[src/rtl/bullcow_pkg.sv]
// Shared types and default parameters for the Bulls and Cows match engine.
package bullcow_pkg;

    localparam int DEF_N_DIGITS = 4;
    localparam int DEF_DIGIT_W  = 4;
    localparam int DEF_SCORE_W  = 8;

    typedef enum logic [2:0] {
        J1_SETUP = 3'b000,
        J2_SETUP = 3'b001,
        J1_GUESS = 3'b010,
        J2_GUESS = 3'b011,
        END_GAME = 3'b111
    } state_t;

endpackage

[src/rtl/bullcow_score.sv]
// Combinational scorer: checks that a guess is legal (digits 0..9, all distinct)
// and counts its bulls and cows against a secret.
module bullcow_score
    import bullcow_pkg::*;
#(
    parameter int N_DIGITS = DEF_N_DIGITS,
    parameter int DIGIT_W  = DEF_DIGIT_W,
    parameter int CNT_W    = $clog2(DEF_N_DIGITS + 1)
) (
    input  logic [N_DIGITS*DIGIT_W-1:0] guess,
    input  logic [N_DIGITS*DIGIT_W-1:0] secret,
    output logic                        valid,
    output logic [CNT_W-1:0]            bulls,
    output logic [CNT_W-1:0]            cows
);

    logic [N_DIGITS-1:0] digit_ok;
    logic [N_DIGITS-1:0] dup_vec;
    logic [N_DIGITS-1:0] bull_vec;
    logic [N_DIGITS-1:0] cow_vec;

    genvar gi;
    generate
        for (gi = 0; gi < N_DIGITS; gi++) begin : g_digit
            logic [DIGIT_W-1:0] g_dig;
            logic [DIGIT_W-1:0] s_dig;
            logic               cow_hit;
            logic               dup_hit;

            assign g_dig = guess[gi*DIGIT_W +: DIGIT_W];
            assign s_dig = secret[gi*DIGIT_W +: DIGIT_W];
            assign digit_ok[gi] = (g_dig <= DIGIT_W'(9));
            assign bull_vec[gi] = (g_dig == s_dig);

            // cow_hit: digit appears elsewhere in the secret; dup_hit: repeats later in the guess
            always_comb begin
                cow_hit = 1'b0;
                dup_hit = 1'b0;
                for (int j = 0; j < N_DIGITS; j++) begin
                    if (j != gi && secret[j*DIGIT_W +: DIGIT_W] == g_dig)
                        cow_hit = 1'b1;
                    if (j > gi && guess[j*DIGIT_W +: DIGIT_W] == g_dig)
                        dup_hit = 1'b1;
                end
            end

            assign cow_vec[gi] = cow_hit & ~bull_vec[gi];
            assign dup_vec[gi] = dup_hit;
        end
    endgenerate

    assign valid = (&digit_ok) & ~(|dup_vec);

    always_comb begin
        bulls = '0;
        cows  = '0;
        for (int i = 0; i < N_DIGITS; i++) begin
            bulls = bulls + CNT_W'(bull_vec[i]);
            cows  = cows + CNT_W'(cow_vec[i]);
        end
    end

endmodule

[src/rtl/bullcow_match.sv]
// Two-player Bulls and Cows referee: secret setup, alternating guesses, win counters.
// Define BULLCOW_SCORE_SAT_EN to make win counters saturate instead of wrapping.
module bullcow_match
    import bullcow_pkg::*;
#(
    parameter int N_DIGITS = DEF_N_DIGITS,
    parameter int DIGIT_W  = DEF_DIGIT_W,
    parameter int SCORE_W  = DEF_SCORE_W
) (
    input  logic                             clock,
    input  logic                             reset,
    input  logic                             enter,
    input  logic [N_DIGITS*DIGIT_W-1:0]      digits,
    output logic [2:0]                       state,
    output logic [$clog2(N_DIGITS+1)-1:0]    bulls,
    output logic [$clog2(N_DIGITS+1)-1:0]    cows,
    output logic                             result_valid,
    output logic                             error,
    output logic [SCORE_W-1:0]               points_j1,
    output logic [SCORE_W-1:0]               points_j2
);

    localparam int CNT_W = $clog2(N_DIGITS + 1);
    localparam int VAL_W = N_DIGITS * DIGIT_W;

    state_t             state_q, state_d;
    logic [VAL_W-1:0]   secret1_q, secret1_d;
    logic [VAL_W-1:0]   secret2_q, secret2_d;
    logic [CNT_W-1:0]   bulls_q, bulls_d;
    logic [CNT_W-1:0]   cows_q, cows_d;
    logic               result_valid_q, result_valid_d;
    logic               error_q, error_d;
    logic [SCORE_W-1:0] points_j1_q, points_j1_d;
    logic [SCORE_W-1:0] points_j2_q, points_j2_d;

    logic [VAL_W-1:0]   score_secret;
    logic               sc_valid;
    logic [CNT_W-1:0]   sc_bulls;
    logic [CNT_W-1:0]   sc_cows;

    function automatic logic [SCORE_W-1:0] bump(input logic [SCORE_W-1:0] p);
`ifdef BULLCOW_SCORE_SAT_EN
        return (&p) ? p : p + SCORE_W'(1);
`else
        return p + SCORE_W'(1);
`endif
    endfunction

    // The same scorer validates setup entries; its bull/cow outputs are ignored there.
    assign score_secret = (state_q == J2_GUESS) ? secret1_q : secret2_q;

    bullcow_score #(
        .N_DIGITS (N_DIGITS),
        .DIGIT_W  (DIGIT_W),
        .CNT_W    (CNT_W)
    ) u_score (
        .guess  (digits),
        .secret (score_secret),
        .valid  (sc_valid),
        .bulls  (sc_bulls),
        .cows   (sc_cows)
    );

    always_ff @(posedge clock) begin
        if (reset) begin
            state_q        <= J1_SETUP;
            secret1_q      <= '0;
            secret2_q      <= '0;
            bulls_q        <= '0;
            cows_q         <= '0;
            result_valid_q <= 1'b0;
            error_q        <= 1'b0;
            points_j1_q    <= '0;
            points_j2_q    <= '0;
        end else begin
            state_q        <= state_d;
            secret1_q      <= secret1_d;
            secret2_q      <= secret2_d;
            bulls_q        <= bulls_d;
            cows_q         <= cows_d;
            result_valid_q <= result_valid_d;
            error_q        <= error_d;
            points_j1_q    <= points_j1_d;
            points_j2_q    <= points_j2_d;
        end
    end

    always_comb begin
        state_d        = state_q;
        secret1_d      = secret1_q;
        secret2_d      = secret2_q;
        bulls_d        = bulls_q;
        cows_d         = cows_q;
        result_valid_d = 1'b0;
        error_d        = 1'b0;
        points_j1_d    = points_j1_q;
        points_j2_d    = points_j2_q;

        if (enter) begin
            case (state_q)
                J1_SETUP: begin
                    if (sc_valid) begin
                        secret1_d = digits;
                        state_d   = J2_SETUP;
                    end else begin
                        error_d = 1'b1;
                    end
                end
                J2_SETUP: begin
                    if (sc_valid) begin
                        secret2_d = digits;
                        state_d   = J1_GUESS;
                    end else begin
                        error_d = 1'b1;
                    end
                end
                J1_GUESS, J2_GUESS: begin
                    if (!sc_valid) begin
                        error_d = 1'b1;
                    end else begin
                        bulls_d        = sc_bulls;
                        cows_d         = sc_cows;
                        result_valid_d = 1'b1;
                        if (sc_bulls == CNT_W'(N_DIGITS)) begin
                            state_d = END_GAME;
                            if (state_q == J1_GUESS)
                                points_j1_d = bump(points_j1_q);
                            else
                                points_j2_d = bump(points_j2_q);
                        end else begin
                            state_d = (state_q == J1_GUESS) ? J2_GUESS : J1_GUESS;
                        end
                    end
                end
                END_GAME: begin
                    secret1_d = '0;
                    secret2_d = '0;
                    state_d   = J1_SETUP;
                end
                default: state_d = J1_SETUP;
            endcase
        end
    end

    assign state        = state_q;
    assign bulls        = bulls_q;
    assign cows         = cows_q;
    assign result_valid = result_valid_q;
    assign error        = error_q;
    assign points_j1    = points_j1_q;
    assign points_j2    = points_j2_q;

endmodule

[config.mk]
export PLATFORM = sky130hd
export DESIGN_NAME = bullcow_match
export DESIGN_NICKNAME = d
export VERILOG_FILES = /design/src/rtl/bullcow_pkg.sv /design/src/rtl/bullcow_score.sv /design/src/rtl/bullcow_match.sv
export SDC_FILE = /design/constraint.sdc
export NUM_CORES = 1
export LEC_CHECK = 0
export BUFFER_PORTS_ARGS = -buffer_cell sky130_fd_sc_hd__buf_2
export CAP_MARGIN = 10
export CORE_ASPECT_RATIO = 0.5
export CORE_UTILIZATION = 30
export DETAILED_ROUTE_END_ITERATION = 16
export GPL_TIMING_DRIVEN = 0
export SYNTH_ARGS = -nofsm -noshare
export SYNTH_HDL_FRONTEND = slang
export SYNTH_SLANG_ARGS = --single-unit
[constraint.sdc]
create_clock -name clock -period 15.27 [get_ports clock]
set_clock_uncertainty 0.15 [all_clocks]
set_input_delay 4.581 -clock clock [delete_from_list [all_inputs] [get_ports clock]]
set_output_delay 4.581 -clock clock [all_outputs]
set_load 0.1 [all_outputs]
==> results_dict.tcl <==
set metrics [dict create \
    outcome "completed" \
    gp_congestion 0.933 \
    yosysSeqAreaShare_pct 27.8 \
    worst_pin_slew_ns 0.874 \
    drive_gt1_share_pct 15.5 \
    post_drt_wl_per_cell_um 18.0 \
    routed.top_layer "met4" \
    finalSetupViolations 0 \
    yosysMostFrequentCell "dfxtp_1" \
    met3_length_um 1090 \
    critPathMaxFanout 10 \
    synth_nets 534 \
    fin_crit_sh_pct 59.9 \
    grt_max_degree 12 \
    synth_top_flop_cell "dfxtp_1" \
    crit_top_cell "ha_1" \
    yosys-top-cells-count "dfxtp_1 (59), xnor2_1 (44), xor2_1 (38)" \
    dp_hpwl_um 9640 \
    h-tree-depth 3 \
    viasPerCell 5.56 \
    ioPinCount 46 \
    synth_top_area_cell "dfxtp_1" \
    dieHeight_um 86.1 \
    wl_met2_um 5850 \
    clock_latency_ns 0.34 \
    drc_errors 0 \
    cts.reportedPaths.clkPinSlew_ns 0.06 \
    tns_ns 0 \
    tritoncts "built" \
    path_buf_inv 2 \
    hp-class "reg -> reg" \
    seqPwrFrac_pct 38.0 \
    synth_cell_types 58 \
    antenna_found_initial 0 \
    drt_pass1_iterations 5 \
    critical-path-top-delay-family "simple AND/OR/NAND/NOR gates" \
    netSwitchingPower_mw 0.124 \
    grt_pass1_vias 3732 \
    die_area_um2 14700 \
    startpoint_type "input pin" \
    rsz0062_at_grt "no" \
    area_delta_synth_final_pct 16.9 \
    fmax_ghz 0.109 \
    cts_hold_buf 0 \
    grt.overflow.total 0 \
    num_vias 4190 \
    maxSlewViolCount 0 \
    antenna-diode-count 0 \
    clock_path_buffers 2 \
    ys_async_sr_fraction_pct 0 \
    drt-total-wl_um 13600 \
    row_count 30 \
    design.core.area_um2 13700 \
    fin_nets 584 \
    ir_worst_vdd_v 0.0000485 \
    slew_headroom_pct 41.2 \
    grt_pass1_wl_um 21300 \
    cts.root.buffer_cell "clkbuf_16" \
    wirelength_met1_um 6330 \
    p_per_area_nw_per_um2 84.6 \
    post_cts_buffers 0 \
    cp_slowest_cell "buf_1" \
    synth-edff-count 0 \
    crit_arrival_ns 9.26 \
    synth_area_um2 4240 \
    die-width_um 170 \
    clock_sinks 59 \
    start_util_pct 31.1 \
    worstSetupEndpointType "register" \
    intPower_mw 0.295 \
    required_ns 15.39 \
    period_needed_ns 9.14 \
    worstSetupPathType "in -> reg" \
    cts_resized 0 \
    cap_violations 0 \
    synth_cells 507 \
    combPwrFrac_pct 15.7 \
    power_leakage_nw 1.92 \
    drt-initial-drc-count 440 \
    pwr-share-clk_pct 46.3 \
    io_buffers 39 \
    swShare_pct 29.7 \
    fill_cells 1428 \
    hold_viol_final 0 \
    synth_area_leaders "dfxtp_1 (28%), xnor2_1 (9.1%), xor2_1 (7.8%)" \
    avgSynthCellArea_um2 8.37 \
    synth_top_area_share_pct 27.8 \
    slowest_delay_ns 0.58 \
    cts_buffers 9 \
    grt_use_total_pct 19.0 \
    ant_nets 0 \
    synth-seq-cells 59 \
    path_cells "buf_2 -> buf_1 -> xor2_1 -> a221oi_1 -> a31oi_1 -> a211oi_1 -> fa_1 -> ha_1 -> ha_1 -> nor4b_1 -> nand2_1 -> nor3_1 -> nand4_1 -> or3_1 -> a21oi_1" \
    holdWs_ns 0.342 \
    yosysWarnings 0 \
]
## registers in the layout, indices dropped and copies added (netlist names)
name and count:
secret1_q 16, state 3, points_j1 8, points_j2 8, error 1, cows 3, result_valid 1, secret2_q 16
bulls 3
## per-stage QoR
step / total power, mW / worst slack [ns] / cells / utilization [%] / cell area (µm²)
final: 0.420 / 6.13 / 754 / 36.3 / 4960
after global routing: 0.433 / 5.88 / 754 / 36.3 / 4960
after CTS: 0.419 / 6.24 / 754 / 36.3 / 4960
after detailed placement: 0.227 / 5.91 / 738 / 34.2 / 4680
after global placement: 0.226 / 5.97 / 738 / 34.2 / 4680
after floorplan: 0.209 / 6.89 / 507 / - / 4240
## final timing paths
kind / start / cells after the start / slack, ns / end
max: digits[14] / 15 / 6.13 / points_j1[6]$_SDFFE_PP0P_
min: points_j2[7]$_SDFFE_PP0P_ / 2 / 0.34 / points_j2[7]$_SDFFE_PP0P_
max reg2reg: state[2]$_SDFFE_PP0P_ / 15 / 9.25 / points_j1[6]$_SDFFE_PP0P_
min reg2reg: points_j2[7]$_SDFFE_PP0P_ / 2 / 0.34 / points_j2[7]$_SDFFE_PP0P_
## area by class of cell
class	instances	area, µm²	share of cell area (%)
Timing Repair Buffer	39	195	3.94
Buffer	43	230	4.64
Tap cell	192	240	4.84
Multi-Input combinational cell	376	2720	54.9
Clock inverter	5	37.5	0.757
Clock buffer	11	243	4.90
Inverter	29	109	2.20
Sequential cell	59	1180	23.8
## per-layer routing
metal,up-vias,track usage [%]
li1,1946,-
met1,2011,26.5
met2,207,28.1
met3,26,4.11
met4,0,7.86
met5,-,0
## cells by family (layout without fill, tap and decap cells)
group | count (synthesis) | in the layout | share of synthesized area (%)
flops | 59 | 59 | 27.8
fa+ha+maj | 8 | 8 | 2.71
xor+xnor | 82 | 82 | 16.9
mux | 19 | 19 | 4.57
simple gates | 136 | 136 | 17.4
compound gates | 131 | 131 | 22.5
buf+inv | 72 | 127 | 7.99
## power by group through the flow
stage	sequential, mW	combinational [mW]	clock (mW)
after floorplan	0.164	0.0444	0
after global placement	0.162	0.0641	0
after detailed placement	0.162	0.0646	0
after CTS	0.159	0.0651	0.195
after global routing	0.159	0.0713	0.202
final	0.159	0.0660	0.194
## cells in the final DEF (no fill, tap or decap), types with 8 or more instances in the layout
cell,Yosys,layout
dfxtp_1,59,59
buf_2,7,46
xnor2_1,44,44
xor2_1,38,38
a22o_1,32,32
inv_1,29,29
nor2_1,27,27
a21oi_1,20,20
nand2_1,20,20
clkbuf_1,18,19
o22ai_1,17,17
nor3_1,17,17
mux2i_1,16,16
o21ai_0,14,14
nand3_1,12,12
nand4_1,12,12
or3_1,11,11
a221oi_1,9,9
nor4_1,9,9
clkbuf_16,0,9
o221ai_1,8,8
## worst register-to-register path, cell delays in order (launching register included)
cell,delay (ns)
dfxtp_1,0.33
clkbuf_1,0.33
nand3b_1,0.37
clkbuf_1,0.54
clkbuf_1,0.53
o21ai_0,0.20
a211oi_1,0.50
fa_1,0.52
ha_1,0.22
ha_1,0.29
nor4b_1,0.51
nand2_1,0.21
nor3_1,0.39
nand4_1,0.29
or3_1,0.42
a21oi_1,0.14
(Power assumes the default switching activity.)
